<file path="src/rtl/load_store_unit.sv">
// Data-memory initiator for RISC-V byte/half/word loads and stores.
// Sub-word stores are done as read-modify-write on a word-addressed memory.
module load_store_unit #(
    parameter int MEM_WORDS = 64
) (
    input  logic        clk,
    input  logic        rst,
    input  logic        req_valid,
    output logic        req_ready,
    input  logic        req_we,
    input  logic [2:0]  req_funct3,
    input  logic [31:0] req_addr,
    input  logic [31:0] req_wdata,
    output logic        resp_valid,
    output logic [31:0] resp_rdata,
    output logic        resp_err,
    output logic [31:0] mem_A,
    output logic        mem_WE,
    output logic [31:0] mem_WD,
    input  logic [31:0] mem_RD
);

    // state   | meaning
    // ST_IDLE | ready for a request
    // ST_RD   | memory word read, captured into rdbuf
    // ST_WR   | memory word written (full word or merged lane)
    // ST_RESP | one-cycle response pulse
    typedef enum logic [1:0] {ST_IDLE, ST_RD, ST_WR, ST_RESP} state_t;

    state_t      state, state_nxt;
    logic        lat_we;
    logic [2:0]  lat_funct3;
    logic [31:0] lat_addr;
    logic [31:0] lat_wdata;
    logic [31:0] rdbuf;
    logic [31:0] lat_idx;
    logic        req_err;
    logic        accept;
    logic [7:0]  rd_byte;
    logic [15:0] rd_half;
    logic [31:0] load_data;
    logic [31:0] merge_data;

    assign accept  = (state == ST_IDLE) && req_valid;
    assign lat_idx = {2'b00, lat_addr[31:2]};

    assign req_err = (req_funct3 == 3'b011)
                  || (req_funct3[2:1] == 2'b11)
                  || (req_we && req_funct3[2])
                  || ((req_funct3[1:0] == 2'b01) && req_addr[0])
                  || ((req_funct3 == 3'b010) && (req_addr[1:0] != 2'b00))
                  || ({2'b00, req_addr[31:2]} >= 32'(MEM_WORDS));

    assign rd_byte = mem_RD[{lat_addr[1:0], 3'b000} +: 8];
    assign rd_half = mem_RD[{lat_addr[1], 4'b0000} +: 16];

    always_comb begin
        case (lat_funct3)
            3'b000:  load_data = {{24{rd_byte[7]}}, rd_byte};
            3'b100:  load_data = {24'h0, rd_byte};
            3'b001:  load_data = {{16{rd_half[15]}}, rd_half};
            3'b101:  load_data = {16'h0, rd_half};
            default: load_data = mem_RD;
        endcase
    end

    // Sub-word stores splice the new lane into the word captured during ST_RD.
    always_comb begin
        merge_data = rdbuf;
        case (lat_funct3[1:0])
            2'b00:   merge_data[{lat_addr[1:0], 3'b000} +: 8]  = lat_wdata[7:0];
            2'b01:   merge_data[{lat_addr[1], 4'b0000} +: 16] = lat_wdata[15:0];
            default: merge_data = lat_wdata;
        endcase
    end

    always_ff @(posedge clk or posedge rst) begin
        if (rst) begin
            state      <= ST_IDLE;
            lat_we     <= 1'b0;
            lat_funct3 <= 3'b000;
            lat_addr   <= 32'h0;
            lat_wdata  <= 32'h0;
            rdbuf      <= 32'h0;
            resp_rdata <= 32'h0;
            resp_err   <= 1'b0;
        end else begin
            state <= state_nxt;
            if (accept) begin
                lat_we     <= req_we;
                lat_funct3 <= req_funct3;
                lat_addr   <= req_addr;
                lat_wdata  <= req_wdata;
                if (req_err) begin
                    resp_rdata <= 32'h0;
                    resp_err   <= 1'b1;
                end
            end
            if (state == ST_RD) begin
                rdbuf <= mem_RD;
                if (!lat_we) begin
                    resp_rdata <= load_data;
                    resp_err   <= 1'b0;
                end
            end
            if (state == ST_WR) begin
                resp_rdata <= 32'h0;
                resp_err   <= 1'b0;
            end
        end
    end

    always_comb begin
        state_nxt = state;
        mem_A     = 32'h0;
        mem_WE    = 1'b0;
        mem_WD    = 32'h0;
        case (state)
            ST_IDLE: begin
                if (req_valid) begin
                    if (req_err)
                        state_nxt = ST_RESP;
                    else if (req_we && (req_funct3 == 3'b010))
                        state_nxt = ST_WR;
                    else
                        state_nxt = ST_RD;
                end
            end
            ST_RD: begin
                mem_A     = lat_idx;
                state_nxt = lat_we ? ST_WR : ST_RESP;
            end
            ST_WR: begin
                mem_A     = lat_idx;
                mem_WE    = 1'b1;
                mem_WD    = merge_data;
                state_nxt = ST_RESP;
            end
            ST_RESP: state_nxt = ST_IDLE;
            default: state_nxt = ST_IDLE;
        endcase
    end

    assign req_ready  = (state == ST_IDLE);
    assign resp_valid = (state == ST_RESP);

endmodule

</file>
<file path="config.mk">
export PLATFORM = sky130hd
export DESIGN_NAME = load_store_unit
export DESIGN_NICKNAME = d
export VERILOG_FILES = /design/src/rtl/load_store_unit.sv
export SDC_FILE = /design/constraint.sdc
export NUM_CORES = 1
export LEC_CHECK = 0
export BUFFER_PORTS_ARGS = -buffer_cell sky130_fd_sc_hd__buf_2
export CORE_MARGIN = 2
export CORE_UTILIZATION = 45
export CTS_BUF_LIST = sky130_fd_sc_hd__clkbuf_2
export CTS_CLUSTER_SIZE = 12
export DETAILED_ROUTE_END_ITERATION = 8
export PLACE_DENSITY_LB_ADDON = 0.3
export RECOVER_POWER = 100
export SLEW_MARGIN = 20
export SYNTH_ARGS = -nofsm -noshare
export SYNTH_HDL_FRONTEND = slang
export SYNTH_SLANG_ARGS = --single-unit
</file>
<file path="constraint.sdc">
create_clock -name clk -period 4.1 [get_ports clk]
set_clock_uncertainty 0.15 [all_clocks]
set_input_delay 0 -clock clk [delete_from_list [all_inputs] [get_ports clk]]
set_output_delay 0 -clock clk [all_outputs]
set_load 0.02 [all_outputs]
</file>
Word-level counts from Yosys, hierarchy flattened --
Cells that the tools add are included.
Cells by class: equality and inequality tests 12, order comparisons 1, muxes and demuxes 22, shift operators 6, add/subtract/negate cells 2, reductions and logical operators 15
Operators by type and width (count):
- $mux 32 | 6
- $pmux 32 s4 | 1
- $bwmux 32 | 2
- $pmux 32 s2 | 1
- $shift 16x7->32 const A | 1
- $shift 8x7->32 const A | 1
- $shiftx 16x7->32 | 1
- $shiftx 32x6->16 | 1
- $shiftx 32x6->8 | 1
- $shiftx 8x7->32 | 1
- $ge 30x7->1 const B | 1
- $mux 30 | 1
- $neg 5->7 | 2
- $pmux 2 s4 | 1
- $mux 1 | 7
- $eq 2x1->1 const B | 3
- $eq 2x2->1 const B | 3
- $eq 3x2->1 const B | 2
- $eq 3x3->1 const B | 2
- $mux 2 | 3
- $logic_and 1x1->1 | 5
- $logic_or 1x1->1 | 5
- $logic_not 2->1 | 2
- $eq 3x1->1 const B | 1
- 4 further kinds | 4
Word-level totals: input bits 103, output and inout bits 100, word-level logic and storage cells 66, flip-flop bits (word level) 135

Logic depth before layout (Yosys ltp) --
Gate-level depths: netlist (run 1).
word-level depth 11, gate-level depth with buffers 9, mapped depth without buffers 6

Worst setup path before layout (run 1) --
OpenSTA, ideal clock, no wires.
path type reg2out, start reg lat_addr[1], end out mem_WD[18], slack 1.467 ns, cell stages (with the launch flop) 10, path buffers 3, required time 3.950 ns, arrival time 2.483 ns, cells stage by stage dfrtp_1 > clkbuf_1 > buf_2 > inv_1 > ha_1 > and4bb_2 > clkbuf_1 > a221oi_1 > a211o_1 > a21boi_0
On the way: word-level cells in the longest chain between the ends 5, elaborated cells between the ends (all ways) 10, classes of those cells 2 x add/sub; 4 x shift; 4 x mux
Ends and longest elaborated chain:
- start: declaration | RTL line 33 | logic [31:0] lat_addr;
- start signal: assignment | RTL line 92 | lat_addr <= req_addr;
- $neg 5->7 (on tied branches) | RTL line 72, 71
- $shiftx 16x7->32, or another cell as far along | RTL line 72 | 2'b01: merge_data[{lat_addr[1], 4'b0000} +: 16] = lat_wdata[15:0];
- $bwmux 32 (on tied branches) | RTL line 72, 71
- $pmux 32 s2 (*) | RTL line 70 | case (lat_funct3[1:0])
- $mux 32 (*) | RTL line 118 | case (state)
- end: declaration | RTL line 19 | output logic [31:0] mem_WD,
Every way passes the cells marked *; elsewhere a longest branch is shown, timed or not.

Worst setup path in the final report (run 1) --
start reg state[0], end out mem_WD[7]
On the way: word-level cells in the longest chain between the ends 2
Ends and longest elaborated chain:
- start: declaration | RTL line 30 | state_t state, state_nxt;
- start signal: assignment | RTL line 88 | state <= state_nxt;
- $eq 2x2->1 | RTL line 118
- $mux 32 | RTL line 118
No other way between the ends.

==> summary.txt, run 1 <==
Routing
  • Average wire per standard cell: 18.9 µm
  • Routed wire length: 24200 µm
  • Final routed DRC violation total: 0
  • Violation count after the first detailed-routing iteration: 662
  • Overall via count from detail_route: 7180
  • First-pass DRT Iterations: 7
  • Number of vias per cell after detailed routing: 5.62
  • Antenna Violating Nets Remaining: 0

Worst setup path
  • Launch instance of the worst register-to-register path: state[0]$_DFFE_PP0P_
  • Depth of the worst register-to-register path: 5
  • Crit. End Element: output port
  • Worst Path Arrival: 3.47 ns
  • Crit Path Class: flip-flop to output port
  • Endpoint of the lowest-slack register-to-register path: lat_wdata[11]$_DFFE_PP0P_
  • Crit path capture: mem_WD[7]
  • Register-to-register setup slack: 0.69 ns
  • Critical path required time: 3.95 ns
  • First element of the critical path: state[0]$_DFFE_PP0P_
  • Startpoint Class: flip-flop
  • Largest fanout on the critical path: 25

Final layout
  • Filler instances: 1259
  • Post-route core utilization: 67.4%
  • Multi-input logic area: 3650 µm²
  • Area Growth Syn to Fin: 46.6%
  • Storage cell area: 3380 µm²
  • Post-layout net count: 1160
  • Number of standard cells in the final layout excluding fillers: 1278
  • Commonest non-fill, non-tap cell in the layout: sky130_fd_sc_hd__dlygate4sd3_1
  • Share of cells above drive strength 1: 25.8%
  • Most frequent cells in the layout: sky130_fd_sc_hd__dlygate4sd3_1, sky130_fd_sc_hd__dfrtp_1, sky130_fd_sc_hd__buf_2, sky130_fd_sc_hd__mux2_2, sky130_fd_sc_hd__clkbuf_1

Hold path
  • Type of the most critical hold path: input pin to flip-flop

Logic synthesis
  • Netlist Area Pre-Place: 7300 µm²
  • Yosys warns: 0
  • Syn_area_per_cell: 11.0 µm²
  • Share of synthesized registers carrying an async set or reset: 100%
  • Sequential cell area fraction in the yosys report: 46.3%
  • Flip-flop and latch count after synthesis: 135
  • Most used flip-flop cell after synthesis: sky130_fd_sc_hd__dfrtp_1
  • Number of flops mapped to enable cells by yosys: 0
  • Number of library cell types mapped by synthesis: 51
  • Gate Count Post-Synth: 661

GRT
  • Total congestion overflow after global routing: 0
  • Met1 track utilization from global routing: 37.2%
  • Number of antenna violations at the first check in global routing: 1
  • Number of global-route vias before repair: 7156
  • GR met2 Demand/Resource: 44.9%
  • Met3 demand-to-capacity share in global routing: 5.44%
  • Overall fraction of global-route tracks in use: 28.0%
  • Global-route wire length before repair: 38300 µm
  • Maximum number of pins on one net before global-route repair: 64
  • Busiest layer in global routing: met2

STA
  • Setup repair after global routing missed its margin: no
  • Transition time of the tightest slew-check pin: 2.47 ns
  • Fraction of the cycle the final worst path needs: 88.3%
  • TNS Setup: 0 ns
  • Final Worst Setup Slack: 0.480 ns
  • Final Hold Slack: 0.119 ns
  • Total count of max-transition violations in the final report: 64
  • Highest clock rate: 0.276 GHz
  • Rel. slew slack: -64.9%
  • Final setup vio count: 0
  • Number of hold violations in the final report: 0
  • Final Critical Period: 3.62 ns

Clock tree
  • Clk Latency, worst-skew pair: 0.70 ns
  • Number of setup buffers added after CTS: 0
  • CTS clock-pin slew for the worst setup and hold paths: 0.20 ns
  • CTS tree: done
  • Clk Tree Root Cell: sky130_fd_sc_hd__clkbuf_2
  • Number of sinks on the clock net: 135
  • Inserted Clock Buffers: 17
  • Largest buffer count on any clock path: 2
  • Depth of the CTS H-tree: 4

Floorplanning
  • Initial standard-cell utilization of the core: 46.0%
  • Site row count: 46
  • Die Outline Area: 17300 µm²
  • Chip Width: 131 µm
  • Die Y: 131 µm
  • Core Region: 15900 µm²
  • Top-Level Pins: 203

Power
  • Worst supply voltage drop on vdd: 401 µV
  • Cell area power density: 721 nW/µm²
  • Static leakage power: 4.63 nW

Place
  • Half-perimeter wire length after placement: 14800 µm
  • # placed instances: 1037
  • Pre-CTS setup slack: 1.45 ns
  • Number of I/O port buffers: 200
  • Placer Congestion: 0.848

Run status
  • Status: complete, but fails checks
  • Violations in the final reports: capacitance limit, slew limit

Job
  • Total of max-cap violations: 1
[critical path, cell delays in order (launching register included)]
cell and delay [ns]:
sky130_fd_sc_hd__dfrtp_1 0.46, sky130_fd_sc_hd__inv_1 0.09, sky130_fd_sc_hd__ha_1 0.67, sky130_fd_sc_hd__clkbuf_1 0.76, sky130_fd_sc_hd__o221ai_1 0.25, sky130_fd_sc_hd__a31oi_1 0.27
sky130_fd_sc_hd__clkbuf_1 0.26
[stage by stage]
stage / total power, mW / cell area [µm²]
finish: 7.71 / 10700
global route: 8.18 / 10700
CTS: 7.73 / 10800
detailed placement: 6.58 / 8430
global placement: 6.53 / 8430
floorplan: 5.37 / 7300
[layout make-up]
| cell class | instances | share of cell area [%] |
|---|---|---|
| Clock inverter | 13 | 1.88 |
| Tap cell | 216 | 2.53 |
| Timing Repair Buffer | 420 | 28.6 |
| Sequential cell | 135 | 31.6 |
| Inverter | 10 | 0.351 |
| Antenna cell | 1 | 0.0234 |
| Clock buffer | 19 | 0.889 |
| Multi-Input combinational cell | 464 | 34.1 |
[routing by layer]
| metal | share of wire (%) | wire [µm] |
|---|---|---|
| met1 | 42 | 10300 |
| met2 | 47 | 11400 |
| met3 | 7.0 | 1700 |
| met4 | 3.5 | 856 |
| met5 | 0 | 0 |
[state kept, by name, summed over array words and instances, names as in the netlist]
name and count:
rdbuf 32, lat_addr 32, lat_we 1, lat_funct3 3, resp_rdata 32, state 2
resp_err 1, lat_wdata 32
[synthesized netlist by cell type, drive strengths merged, types with 2 or more instances]
library cell	n	share of area [%]
dfrtp	135	46
a21oi	3	0.21
a211o	16	1.9
inv	9	0.46
o221ai	17	2.0
nand4	7	0.60
a222oi	6	0.82
a21o	7	0.72
nor2	20	1.0
o32ai	7	0.84
buf	17	1.4
nor4	8	0.69
nand2b	11	0.94
o21ai	12	0.98
nand2	61	3.1
mux2i	20	2.7
o22ai	26	2.2
ha	9	1.5
a21boi	18	1.9
a22oi	2	0.21
a31oi	16	1.6
a22o	10	1.2
a221oi	16	1.9
mux2	107	17
and4bb	2	0.34
nor2b	9	0.77
clkbuf	36	1.9
and2	37	3.2
[report_power, final]
part | total, mW | internal [mW] | switching [mW] | leakage (nW)
registers | 2.51 | 1.93 | 0.588 | 1.65
logic | 4.21 | 1.80 | 2.41 | 2.82
clock network | 0.982 | 0.464 | 0.518 | 0.164
[logic make-up (layout without fill, tap and decap cells)]
| kind of cell | after synthesis | in the layout | share of synthesized area, % |
|---|---|---|---|
| multiplexers | 128 | 128 | 19.6 |
| other | 1 | 3 | 0.0514 |
| adder cells (fa/ha/maj) | 9 | 9 | 1.54 |
| AO/OA/AOI/OAI | 159 | 159 | 16.9 |
| flip-flops | 135 | 135 | 46.3 |
| buffers and inverters | 63 | 462 | 3.77 |
| AND/OR/NAND/NOR | 166 | 166 | 11.9 |
[how the worst min path moves through the flow]
stage,depth (start not counted),from,end
after global routing,5,req_valid,state[1]$_DFFE_PP0P_
after CTS,5,req_funct3[0],state[1]$_DFFE_PP0P_
after floorplan,1,req_addr[12],lat_addr[12]$_DFFE_PP0P_
final,5,req_funct3[0],state[1]$_DFFE_PP0P_
after detailed placement,2,rst,resp_rdata[11]$_DFF_PP0_
after global placement,2,rst,resp_rdata[11]$_DFF_PP0_
[repair_timing]
item | 4_1_cts | 5_1_grt
resized for setup | 0 | 0
endpoints found under the hold margin | 269 | 0
hold buffers | 208 | 0
setup endpoints to repair | 0 | 0
(Power assumes the default switching activity.)
==> run 2, diff against run 1 <==
CORE_ASPECT_RATIO = 1.1   (was unset)
clock period = 3.1 ns   (was 4.1 ns; I/O delays follow)
==> summary.txt, run 2 <==
Floorplanning
  • Site row count: 48 (was 46)
  • Chip Width: 125 µm (was 131 µm)
  • Die Y: 138 µm (was 131 µm)
  • Top-Level Pins: 203 (unchanged)
  • Initial standard-cell utilization of the core: 46.2% (was 46.0%)

Logic synthesis
  • Cell with the most instances after synthesis: sky130_fd_sc_hd__dfrtp_1 (unchanged)
  • Number of library cell types mapped by synthesis: 51 (unchanged)
  • Area share of the largest cell type after synthesis: 46.3% (unchanged)
  • Flip-flop and latch count after synthesis: 135 (unchanged)
  • Syn_area_per_cell: 11.0 µm² (unchanged)
  • Cell type contributing the most total cell area after synthesis: sky130_fd_sc_hd__dfrtp_1 (unchanged)
  • Sequential cell area fraction in the yosys report: 46.3% (unchanged)
  • Share of synthesized registers carrying an async set or reset: 100% (unchanged)
  • Yosys warns: 0 (unchanged)
  • Gate Count Post-Synth: 661 (unchanged)
  • Synth top area cells: sky130_fd_sc_hd__dfrtp_1, sky130_fd_sc_hd__mux2_2, sky130_fd_sc_hd__and2_1 (unchanged)
  • Netlist Area Pre-Place: 7300 µm² (unchanged)
  • Number of flops mapped to enable cells by yosys: 0 (unchanged)
  • Most used flip-flop cell after synthesis: sky130_fd_sc_hd__dfrtp_1 (unchanged)
  • Synth top cells by count: sky130_fd_sc_hd__dfrtp_1, sky130_fd_sc_hd__mux2_2, sky130_fd_sc_hd__nand2_1 (unchanged)

Run status
  • Status: stopped before the end (was complete, but fails checks)
  • Stop err: [ERROR RSZ-0060] Max buffer count reached.
  • Halt Stage: clock tree synthesis

Clock tree
  • Largest buffer count on any clock path: 2 (unchanged)
  • Number of sinks on the clock net: 135 (unchanged)
  • Number of setup buffers added after CTS: 1 (was 0)
  • Hold_buf cts: 213 (was 208)
  • Resized cells post-CTS: 1 (was 0)
  • Clk Tree Root Cell: sky130_fd_sc_hd__clkbuf_2 (unchanged)
  • Inserted Clock Buffers: 17 (unchanged)
  • Depth of the CTS H-tree: 4 (unchanged)

Place
  • # placed instances: 1023 (was 1037)
  • Number of I/O port buffers: 200 (unchanged)
  • Half-perimeter wire length after placement: 15100 µm (was 14800 µm)
  • Placer Congestion: 0.848 (about the same)
[run 2: cells by family after synthesis]
family                   count (synthesis)  synth area share (%)
AND/OR/NAND/NOR                        166                  11.9
AO/OA/AOI/OAI                          159                  16.9
flip-flops                             135                  46.3
multiplexers                           128                  19.6
buffers and inverters                   63                  3.77
adder cells (fa/ha/maj)                  9                  1.54
other                                    1                0.0514
[run 2: stage by stage]
stage,utilization (%),area [µm²],hold WS (ns),setup slack (ns)
detailed placement,53.5,8450,0.0561,0.670
global placement,53.5,8450,0.0599,0.720
floorplan,-,7310,0.000574,0.467
==> run 3, diff against run 2 <==
CORE_ASPECT_RATIO = unset   (was 1.1)
CORE_UTILIZATION = 30   (was 45)
CTS_BUF_LIST = unset   (was sky130_fd_sc_hd__clkbuf_2)
CTS_CLUSTER_SIZE = unset   (was 12)
PLACE_DENSITY_LB_ADDON = 0.15   (was 0.3)
clock period = 4 ns   (was 3.1 ns; I/O delays follow)
==> summary.txt, run 3 (same netlist as run 1, synthesis figures left out) <==
Run status
  • Status: complete, but fails checks (was stopped before the end)
  • Violations in the final reports: capacitance limit, slew limit

Final layout
  • Storage cell area: 3380 µm²
  • Area Growth Syn to Fin: 37.6%
  • Multi-input logic area: 3650 µm²
  • Commonest non-fill, non-tap cell in the layout: sky130_fd_sc_hd__dfrtp_1
  • Final instance area: 10000 µm²
  • Most frequent cells in the layout: sky130_fd_sc_hd__dfrtp_1, sky130_fd_sc_hd__buf_2, sky130_fd_sc_hd__mux2_2, sky130_fd_sc_hd__dlygate4sd3_1, sky130_fd_sc_hd__clkbuf_1
  • Share of cells above drive strength 1: 28.4%
  • Post-layout net count: 1053
  • Filler instances: 2467
  • Number of standard cells in the final layout excluding fillers: 1279

STA
  • Setup repair after global routing missed its margin: no
  • TNS Setup: 0 ns
  • Final setup vio count: 0
  • Highest clock rate: 0.287 GHz
  • Fraction of the cycle the final worst path needs: 87.0%
  • Transition time of the tightest slew-check pin: 1.82 ns
  • Number of hold violations in the final report: 0
  • Total count of max-transition violations in the final report: 95
  • Final Critical Period: 3.48 ns
  • Rel. slew slack: -21.2%
  • Final Worst Setup Slack: 0.519 ns

Routing
  • Average wire per standard cell: 19.3 µm
  • Violation count after the first detailed-routing iteration: 358
  • Routed wire length: 24700 µm
  • First-pass DRT Iterations: 7
  • Final routed DRC violation total: 0
  • Number of vias per cell after detailed routing: 5.07
  • Antenna Violating Nets Remaining: 0
  • Overall via count from detail_route: 6488

Worst setup path
  • Critical path's top delay family: buffers and inverters
  • Worst Path Arrival: 3.33 ns
  • Register-to-register setup slack: 0.59 ns
  • Critical path required time: 3.85 ns
  • Endpoint of the lowest-slack register-to-register path: lat_wdata[17]$_DFFE_PP0P_
  • Crit Path Class: flip-flop to output port
  • CP Buf/Inv Count: 3
  • Startpoint Class: flip-flop
  • First element of the critical path: state[0]$_DFFE_PP0P_
  • Crit path max-delay cell type: sky130_fd_sc_hd__clkbuf_1
  • Worst-path cell chain: inv_1 > ha_1 > clkbuf_1 > o221ai_1 > a31oi_1 > clkbuf_1
  • Most numerous cell on the critical path: sky130_fd_sc_hd__clkbuf_1
  • Depth of the worst register-to-register path: 5
  • Largest incremental delay on the critical path: 1.08 ns
  • Crit. End Element: output port
  • Launch instance of the worst register-to-register path: state[0]$_DFFE_PP0P_
  • Largest fanout on the critical path: 33

Power
  • Seq pwr share: 30.7%
  • Total internal power: 4.65 mW
  • Static leakage power: 4.26 nW
  • Clk network pwr share: 18.8%
  • Cell area power density: 833 nW/µm²
  • Switching power: 3.72 mW
  • Combinational cell fraction of total power: 50.5%
  • Worst supply voltage drop on vdd: 398 µV
  • Switching part of the total: 44.5%
  • Total Power Consumption: 8.37 mW

Clock tree
  • Number of sinks on the clock net: 135 (unchanged)
  • Number of setup buffers added after CTS: 0 (was 1)
  • Largest buffer count on any clock path: 2 (unchanged)
  • CTS tree: done
  • Inserted Clock Buffers: 17 (unchanged)
  • Hold_buf cts: 102 (was 213)
  • Resized cells post-CTS: 0 (was 1)
  • CTS clock-pin slew for the worst setup and hold paths: 0.06 ns
  • Clk Tree Root Cell: sky130_fd_sc_hd__clkbuf_16 (was sky130_fd_sc_hd__clkbuf_2)
  • Depth of the CTS H-tree: 4 (unchanged)
  • Clk Latency, worst-skew pair: 0.43 ns

Place
  • Half-perimeter wire length after placement: 17300 µm (was 15100 µm)
  • Number of I/O port buffers: 200 (unchanged)
  • # placed instances: 1144 (was 1023)
  • Cell area after placement: 8570 µm² (was 8450 µm²)
  • Placer Congestion: 0.751 (was 0.848)
  • Pre-CTS setup slack: 1.31 ns (was 0.670 ns)

Floorplanning
  • Top-Level Pins: 203 (unchanged)
  • Die Outline Area: 25600 µm²
  • Site row count: 57 (was 48)
  • Chip Width: 160 µm (was 125 µm)
  • Core Region: 24100 µm²
  • Die Y: 160 µm (was 138 µm)
  • Initial standard-cell utilization of the core: 30.3% (was 46.2%)

GRT
  • Number of global-route vias before repair: 6535
  • Number of antenna violations at the first check in global routing: 1
  • Maximum number of pins on one net before global-route repair: 77
  • Overall fraction of global-route tracks in use: 19.2%
  • Global-route wire length before repair: 37900 µm
  • Total congestion overflow after global routing: 0

Hold path
  • Type of the most critical hold path: input pin to async pin

Job
  • Total of max-cap violations: 3
run 3: worst register-to-register path, cell delays in order (launching register included):
cell,delay (ns)
sky130_fd_sc_hd__dfrtp_1,0.40
sky130_fd_sc_hd__inv_1,0.08
sky130_fd_sc_hd__ha_1,0.29
sky130_fd_sc_hd__nand2_1,0.85
sky130_fd_sc_hd__clkbuf_2,1.07
sky130_fd_sc_hd__mux2_2,0.47
run 3: layout make-up:
class	instances	share of cell area (%)
multi-input combinational	464	36.3
sequential	135	33.6
timing repair buffer	313	19.8
clock buffer	18	4.37
tap	324	4.04
clock inverter	14	1.40
inverter	10	0.424
antenna	1	0.0249
run 3: power groups by stage:
stage	Sequential, mW	Clock, mW	Combinational (mW)
final	2.57	1.57	4.22
after floorplan	2.42	0	3.09
after global placement	2.57	0	4.26
after global routing	2.66	1.66	4.60
after detailed placement	2.59	0	4.27
after CTS	2.57	1.61	4.37
run 3: how the worst max path moves through the flow:
stage	to	depth (start not counted)
4_1_cts	mem_WD[26]	8
2_1_floorplan	lat_addr[0]$_DFFE_PP0P_	1
5_1_grt	mem_WD[1]	6
6_report	mem_WD[3]	6
3_3_place_gp	mem_WD[26]	8
3_5_place_dp	mem_WD[26]	8
run 3: per-layer routing:
| layer | wire length, µm | global-route usage, % | share of wire, % | vias up |
|---|---|---|---|---|
| met5 | 0 | 0 | 0 | - |
| li1 | - | - | - | 3031 |
| met4 | 593 | 6.47 | 2.4 | 0 |
| met1 | 11100 | 25.5 | 45 | 3199 |
| met3 | 1290 | 4.44 | 5.2 | 37 |
| met2 | 11800 | 30.8 | 48 | 221 |
run 3: through the flow:
| step | hold WS, ns | utilization [%] |
|---|---|---|
| global route | 0.151 | 41.7 |
| detailed placement | 0.0166 | 35.5 |
| CTS | 0.108 | 42.2 |
| floorplan | 0.000574 | - |
| finish | 0.0842 | 41.7 |
| global placement | 0.0372 | 35.5 |
